`src/rtl/capture_ctrl.sv`:
```
`default_nettype none
// ============================================================================
// Module      : capture_ctrl
// Description : Capture sequencer for the scope sample RAM. Fills a circular
//               buffer with pre-trigger history, raises armed once enough
//               history is stored, then writes a programmed number of
//               post-trigger samples. It then pulses set_capture_done and
//               holds a sticky capture_done flag plus the trace_end address.
// Ports       : clk, rst_n (sync, active low)
//               run, clr_done, smpl_en, trig_pos[ADDR_W], triggered  (in)
//               armed, set_capture_done, capture_done, we,
//               waddr[ADDR_W], trace_end[ADDR_W]                     (out)
// Revision    : 1.0 - initial release
// ============================================================================
module capture_ctrl #(
    parameter int ADDR_W = 9
) (
    input  logic              clk,
    input  logic              rst_n,
    input  logic              run,
    input  logic              clr_done,
    input  logic              smpl_en,
    input  logic [ADDR_W-1:0] trig_pos,
    input  logic              triggered,
    output logic              armed,
    output logic              set_capture_done,
    output logic              capture_done,
    output logic              we,
    output logic [ADDR_W-1:0] waddr,
    output logic [ADDR_W-1:0] trace_end
);

    // Counters carry one extra bit so a full DEPTH-sample count fits.
    localparam int             c_CW    = ADDR_W + 1;
    localparam logic [c_CW-1:0] c_DEPTH = {1'b1, {ADDR_W{1'b0}}};

    typedef enum logic [2:0] {
        S_IDLE  = 3'd0,
        S_PRE   = 3'd1,
        S_ARMED = 3'd2,
        S_POST  = 3'd3,
        S_DONE  = 3'd4
    } state_t;

    state_t              r_state;
    state_t              w_next_state;
    logic [ADDR_W-1:0]   r_waddr;
    logic [ADDR_W-1:0]   w_waddr_nxt;
    logic [ADDR_W-1:0]   r_trace_end;
    logic [ADDR_W-1:0]   w_trace_end_nxt;
    logic [ADDR_W-1:0]   r_tp;
    logic [ADDR_W-1:0]   w_tp_nxt;
    logic [c_CW-1:0]     r_cnt;
    logic [c_CW-1:0]     w_cnt_nxt;
    logic [c_CW-1:0]     w_cnt_inc;
    logic [c_CW-1:0]     w_pre_target;
    logic                w_write;
    logic                r_armed;
    logic                r_set_done;
    logic                r_capture_done;

    // A single counter serves both pre- and post-trigger phases; it is
    // cleared on entry to each phase.
    assign w_cnt_inc    = r_cnt + 1'b1;
    // tp = 0 yields a target of DEPTH, i.e. a full-buffer fill.
    assign w_pre_target = c_DEPTH - {1'b0, r_tp};

    assign w_write = smpl_en &&
                     ((r_state == S_PRE) || (r_state == S_ARMED) || (r_state == S_POST));

    always_comb begin
        w_next_state    = r_state;
        w_waddr_nxt     = r_waddr;
        w_trace_end_nxt = r_trace_end;
        w_tp_nxt        = r_tp;
        w_cnt_nxt       = r_cnt;

        // Every write consumes the current address; natural wrap at DEPTH.
        if (w_write) begin
            w_waddr_nxt = r_waddr + 1'b1;
        end

        case (r_state)
            S_IDLE: begin
                if (run) begin
                    w_tp_nxt     = trig_pos;
                    w_waddr_nxt  = '0;
                    w_cnt_nxt    = '0;
                    w_next_state = S_PRE;
                end
            end
            S_PRE: begin
                // triggered is ignored here; armed is still low.
                if (smpl_en) begin
                    w_cnt_nxt = w_cnt_inc;
                    if (w_cnt_inc == w_pre_target) begin
                        w_next_state = S_ARMED;
                    end
                end
            end
            S_ARMED: begin
                // A strobe coinciding with the trigger is still pre-trigger
                // history; the post count starts from the next strobe.
                if (triggered) begin
                    if (r_tp != '0) begin
                        w_cnt_nxt    = '0;
                        w_next_state = S_POST;
                    end else begin
                        w_trace_end_nxt = r_waddr - 1'b1;
                        w_next_state    = S_DONE;
                    end
                end
            end
            S_POST: begin
                if (smpl_en) begin
                    w_cnt_nxt = w_cnt_inc;
                    if (w_cnt_inc == {1'b0, r_tp}) begin
                        w_trace_end_nxt = r_waddr;
                        w_next_state    = S_DONE;
                    end
                end
            end
            S_DONE: begin
                // run is ignored here, even when it arrives with clr_done.
                if (clr_done) begin
                    w_next_state = S_IDLE;
                end
            end
            default: begin
                w_next_state = S_IDLE;
            end
        endcase
    end

    always_ff @(posedge clk) begin
        if (!rst_n) begin
            r_state        <= S_IDLE;
            r_waddr        <= '0;
            r_trace_end    <= '0;
            r_tp           <= '0;
            r_cnt          <= '0;
            r_armed        <= 1'b0;
            r_set_done     <= 1'b0;
            r_capture_done <= 1'b0;
        end else begin
            r_state        <= w_next_state;
            r_waddr        <= w_waddr_nxt;
            r_trace_end    <= w_trace_end_nxt;
            r_tp           <= w_tp_nxt;
            r_cnt          <= w_cnt_nxt;
            // Flags are registered from the next state so they line up
            // with the state they describe.
            r_armed        <= (w_next_state == S_ARMED);
            r_capture_done <= (w_next_state == S_DONE);
            r_set_done     <= (w_next_state == S_DONE) && (r_state != S_DONE);
        end
    end

    assign we               = w_write;
    assign waddr            = r_waddr;
    assign trace_end        = r_trace_end;
    assign armed            = r_armed;
    assign set_capture_done = r_set_done;
    assign capture_done     = r_capture_done;

endmodule
`default_nettype wire

```
`config.mk`:
```
export PLATFORM = sky130hd
export DESIGN_NAME = capture_ctrl
export DESIGN_NICKNAME = d
export VERILOG_FILES = /design/src/rtl/capture_ctrl.sv
export SDC_FILE = /design/constraint.sdc
export NUM_CORES = 1
export LEC_CHECK = 0
export CAP_MARGIN = 10
export CORE_ASPECT_RATIO = 0.8
export CORE_UTILIZATION = 35
export CTS_BUF_LIST = sky130_fd_sc_hd__clkbuf_8
export DETAILED_ROUTE_END_ITERATION = 10
export PLACE_DENSITY_LB_ADDON = 0.1
export SYNTH_ARGS = -nofsm -noshare
export SYNTH_HDL_FRONTEND = slang
export SYNTH_SLANG_ARGS = --single-unit
export TNS_END_PERCENT = 1
```
`constraint.sdc`:
```
create_clock -name clk -period 2.7 [get_ports clk]
set_input_delay 0.81 -clock clk [delete_from_list [all_inputs] [get_ports clk]]
set_output_delay 0.81 -clock clk [all_outputs]
set_load 0.01 [all_outputs]
```
==> run_summary.xml <==
<?xml version="1.0" encoding="UTF-8"?>
<metrics>
  <group name="power">
    <metric name="leakagePower" unit="nW">1.24</metric>
    <metric name="power-per-cell-area" unit="mW/mm^2">442</metric>
    <metric name="highest_ir_drop_seen_on_vdd" unit="uV">230</metric>
    <metric name="fin_total_pwr" unit="mW">1.46</metric>
  </group>
  <group name="cts">
    <metric name="ctsHtreeMaxLevel" unit="">2</metric>
    <metric name="cts-buffers-inserted" unit="">5</metric>
    <metric name="clk_buf_depth" unit="">2</metric>
    <metric name="clk_latency" unit="ps">300</metric>
    <metric name="tritoncts" unit="">yes</metric>
    <metric name="post_cts_hold_buffer_count" unit="">0</metric>
    <metric name="clkSinkCount" unit="">43</metric>
    <metric name="clock_slew_seen_by_the_registers_of_the_worst_setup_and_hold_paths" unit="ps">80</metric>
    <metric name="root_buffer" unit="">sky130_fd_sc_hd__clkbuf_8</metric>
  </group>
  <group name="synthesis">
    <metric name="synth_largest_type_area_fraction" unit="%">33.5</metric>
    <metric name="yosys_register_bits" unit="">43</metric>
    <metric name="synth-edff-count" unit="">0</metric>
    <metric name="yosysUniqueCellTypes" unit="">51</metric>
    <metric name="synthDominantAreaCellType" unit="">sky130_fd_sc_hd__dfxtp_1</metric>
    <metric name="synth-compound-area-share" unit="%">17.2</metric>
    <metric name="synth_simple_gate_area_share" unit="%">27.6</metric>
    <metric name="synth_area_leaders" unit="">sky130_fd_sc_hd__dfxtp_1 33%, sky130_fd_sc_hd__nand2_1 6.9%, sky130_fd_sc_hd__xor2_1 6.8%</metric>
    <metric name="largest_family_of_logic_cells_by_synthesized_area" unit="">simple AND/OR/NAND/NOR gates</metric>
    <metric name="postSynth.asyncResetShare" unit="%">0</metric>
    <metric name="synthesis.area_per_instance" unit="sq um">8.14</metric>
    <metric name="post_synth_xor_area_fraction" unit="%">13.6</metric>
    <metric name="syn_inst" unit="">316</metric>
    <metric name="yosys_most_used_dff" unit="">sky130_fd_sc_hd__dfxtp_1</metric>
    <metric name="synth.area.mux_share" unit="%">1.65</metric>
    <metric name="ys_seq_area_share" unit="%">33.5</metric>
    <metric name="yosys_warnings" unit="">0</metric>
    <metric name="syn_area" unit="sq mm">0.00257</metric>
    <metric name="synthesis.nets" unit="">336</metric>
    <metric name="synth_adder_area_share" unit="%">2.43</metric>
  </group>
  <group name="placed_design">
    <metric name="pre_cts_ws" unit="ps">-253</metric>
    <metric name="io_buffer_count" unit="">36</metric>
    <metric name="final_estimated_routing_congestion_in_global_placement" unit="">0.895</metric>
    <metric name="dp.cells" unit="">449</metric>
    <metric name="place.detailed.hpwl" unit="um">5160</metric>
    <metric name="cell_area_reported_after_detailed_placement" unit="sq mm">0.00317</metric>
  </group>
  <group name="status">
    <metric name="status" unit="">finished with violations</metric>
    <metric name="violations" unit="">DRC</metric>
  </group>
  <group name="timing">
    <metric name="final_cycle_share" unit="%">97.6</metric>
    <metric name="maxSlewViolCount" unit="">0</metric>
    <metric name="finalWorstSetupSlack" unit="ps">64.7</metric>
    <metric name="finalSetupViolations" unit="">0</metric>
    <metric name="timing.clock.skew" unit="ps">4.75</metric>
    <metric name="max_freq" unit="MHz">379</metric>
    <metric name="hold_slack" unit="ps">488</metric>
    <metric name="final_hold_vios" unit="">0</metric>
    <metric name="final.min_clock_period" unit="ps">2640</metric>
    <metric name="tightest_slew" unit="ps">451</metric>
    <metric name="grt_setup_unrepaired" unit="">true</metric>
    <metric name="timing.slew.headroom" unit="%">69.8</metric>
  </group>
  <group name="route">
    <metric name="firstDrtPassIters" unit="">7</metric>
    <metric name="route.final.wire_length" unit="um">6690</metric>
    <metric name="drt-initial-drc-count" unit="">83</metric>
    <metric name="routed_length_per_placed_instance" unit="um">14.6</metric>
    <metric name="final_antenna_net_count" unit="">0</metric>
    <metric name="dr_total_vias" unit="">2369</metric>
    <metric name="detail_route.drc_violations" unit="">2</metric>
    <metric name="post_drt_via_cell_ratio" unit="">5.17</metric>
  </group>
  <group name="floorplanning">
    <metric name="die_height" unit="um">78.7</metric>
    <metric name="dieArea" unit="sq mm">0.00769</metric>
    <metric name="num_io_pins" unit="">37</metric>
    <metric name="fp-row-count" unit="">27</metric>
    <metric name="start_util" unit="%">36.8</metric>
    <metric name="fp.coreArea" unit="sq mm">0.00699</metric>
    <metric name="chipWidth" unit="um">97.8</metric>
  </group>
  <group name="worst_setup_path">
    <metric name="cpMaxStageDelayCell" unit="">sky130_fd_sc_hd__clkdlybuf4s50_1</metric>
    <metric name="worstPathRequired" unit="ps">1890</metric>
    <metric name="worstSetupStartpointType" unit="">primary input</metric>
    <metric name="cp_slowest_stage_delay" unit="ps">520</metric>
    <metric name="critical_path.n_buffers_inverters" unit="">2</metric>
    <metric name="critPathCaptureType" unit="">output port</metric>
    <metric name="timing.critical_path.cells" unit="">clkdlybuf4s50_1 &gt; nor3b_4 &gt; clkdlybuf4s15_1</metric>
    <metric name="crit_fanout" unit="">2</metric>
    <metric name="timing.setup.critical_path_class" unit="">primary input to output port</metric>
    <metric name="critical-path-top-delay-family" unit="">buffers and inverters</metric>
    <metric name="worstPathArrival" unit="ps">1830</metric>
  </group>
  <group name="global_route">
    <metric name="global_route_wire_length_before_repair" unit="um">11400</metric>
    <metric name="antenna_found_initial" unit="">0</metric>
    <metric name="grt_util_all_layers" unit="%">18.8</metric>
    <metric name="grt_max_degree" unit="">17</metric>
    <metric name="grt.overflow.total" unit="">0</metric>
    <metric name="via_count_of_the_first_global_routing_pass" unit="">2224</metric>
  </group>
  <group name="finish">
    <metric name="flow.area_growth_from_synthesis" unit="%">28.3</metric>
    <metric name="mostFrequentLayoutCells" unit="">47 x sky130_fd_sc_hd__nand2_1, 43 x sky130_fd_sc_hd__dfxtp_1, 35 x sky130_fd_sc_hd__clkdlybuf4s50_1</metric>
    <metric name="num_antenna_cells" unit="">0</metric>
    <metric name="leading_cell_type_in_the_layout_fill_and_taps_excluded" unit="">sky130_fd_sc_hd__nand2_1</metric>
    <metric name="post-route-cell-area" unit="sq mm">0.00330</metric>
    <metric name="final_layout_size_suffix_gt1_share" unit="%">13.2</metric>
    <metric name="nets_final" unit="">390</metric>
    <metric name="fillerInstances" unit="">711</metric>
    <metric name="layout.cells.non_filler" unit="">458</metric>
  </group>
  <group name="run">
    <metric name="maxCapViolations" unit="">0</metric>
  </group>
  <group name="min_path">
    <metric name="hold_path.class" unit="">flop to flop</metric>
  </group>
</metrics>
## routing by layer
metal	global-route usage, %	wire length [um]	share of wire, %	vias up
met4	5.91	74	1.1	0
met3	3.29	232	3.5	8
met1	28.9	3810	57	1112
li1	-	-	-	1212
met5	0	0	0	-
met2	25.8	2570	38	37
## synthesized netlist by cell type (3+ instances only)
cell type                  number
sky130_fd_sc_hd__a211oi_1       6
sky130_fd_sc_hd__ha_1           5
sky130_fd_sc_hd__inv_1          9
sky130_fd_sc_hd__nand3_1        7
sky130_fd_sc_hd__dfxtp_1       43
sky130_fd_sc_hd__and2_1         4
sky130_fd_sc_hd__a21boi_0       4
sky130_fd_sc_hd__xor2_1        20
sky130_fd_sc_hd__clkbuf_1      11
sky130_fd_sc_hd__or3_1          6
sky130_fd_sc_hd__o21ai_0        6
sky130_fd_sc_hd__nand2b_1       3
sky130_fd_sc_hd__nand4_1        4
sky130_fd_sc_hd__a211oi_2       4
sky130_fd_sc_hd__xnor2_1       18
sky130_fd_sc_hd__o21a_1         5
sky130_fd_sc_hd__nor4_1         3
sky130_fd_sc_hd__and4_1         3
sky130_fd_sc_hd__nand3b_1       5
sky130_fd_sc_hd__nor2_1        20
sky130_fd_sc_hd__and3_1         4
sky130_fd_sc_hd__nand2_1       47
sky130_fd_sc_hd__a21oi_1       31
sky130_fd_sc_hd__nor3_1        15
## registers in the layout, indices dropped and copies added, names as in the netlist
register          count
armed                 1
capture_done          1
r_cnt                10
trace_end             9
waddr                 9
r_state               3
r_tp                  9
set_capture_done      1
## worst min-delay path, delay by kind of cell (launching register included)
family / cells / cell delay [ps]
AOI/OAI and AO/OA: 1 / 50
and+or+nand+nor: 1 / 60
DFF: 1 / 330
## where the power goes
group	internal, mW	switching [mW]
Combinational	0.124	0.145
Clock	0.300	0.234
Sequential	0.644	0.00921
## through the flow
step           TNS [ps]  util [%]
6_report              0      47.2
5_1_grt           -9.21      47.2
4_1_cts               0      47.1
3_5_place_dp       -422      45.3
3_3_place_gp       -496      45.3
2_1_floorplan         0         -
## logic make-up (layout without fill, tap and decap cells)
logic type,Yosys count,in the layout
fa+ha+maj,5,5
xor+xnor,39,39
simple gates,133,133
flops,43,43
buf+inv,25,80
compound gates,67,67
mux,4,4
## area by class of cell
| type | count | area, sq um | area share, % |
|---|---|---|---|
| repair buffers | 62 | 556 | 16.8 |
| inverters | 10 | 37.5 | 1.14 |
| multi-input cells | 248 | 1620 | 49.1 |
| clock inverters | 2 | 35.0 | 1.06 |
| well taps | 87 | 109 | 3.30 |
| flip-flops and latches | 43 | 861 | 26.1 |
| clock buffers | 6 | 82.6 | 2.50 |
## final timing paths
check,slack (ps),cells past startpoint,to,from
max,60,3,we,smpl_en
min,490,2,r_cnt[9],r_cnt[9]
max reg2reg,150,11,armed,r_tp[0]
min reg2reg,490,2,r_cnt[9],r_cnt[9]
## what timing repair did
| item | 4_1_cts | 5_1_grt |
|---|---|---|
| setup endpoints to repair | 1 | 2 |
| gates resized for setup | 2 | 1 |
| pin swaps | 0 | 1 |
| setup buffers | 0 | 1 |
(Power assumes the default switching activity.)
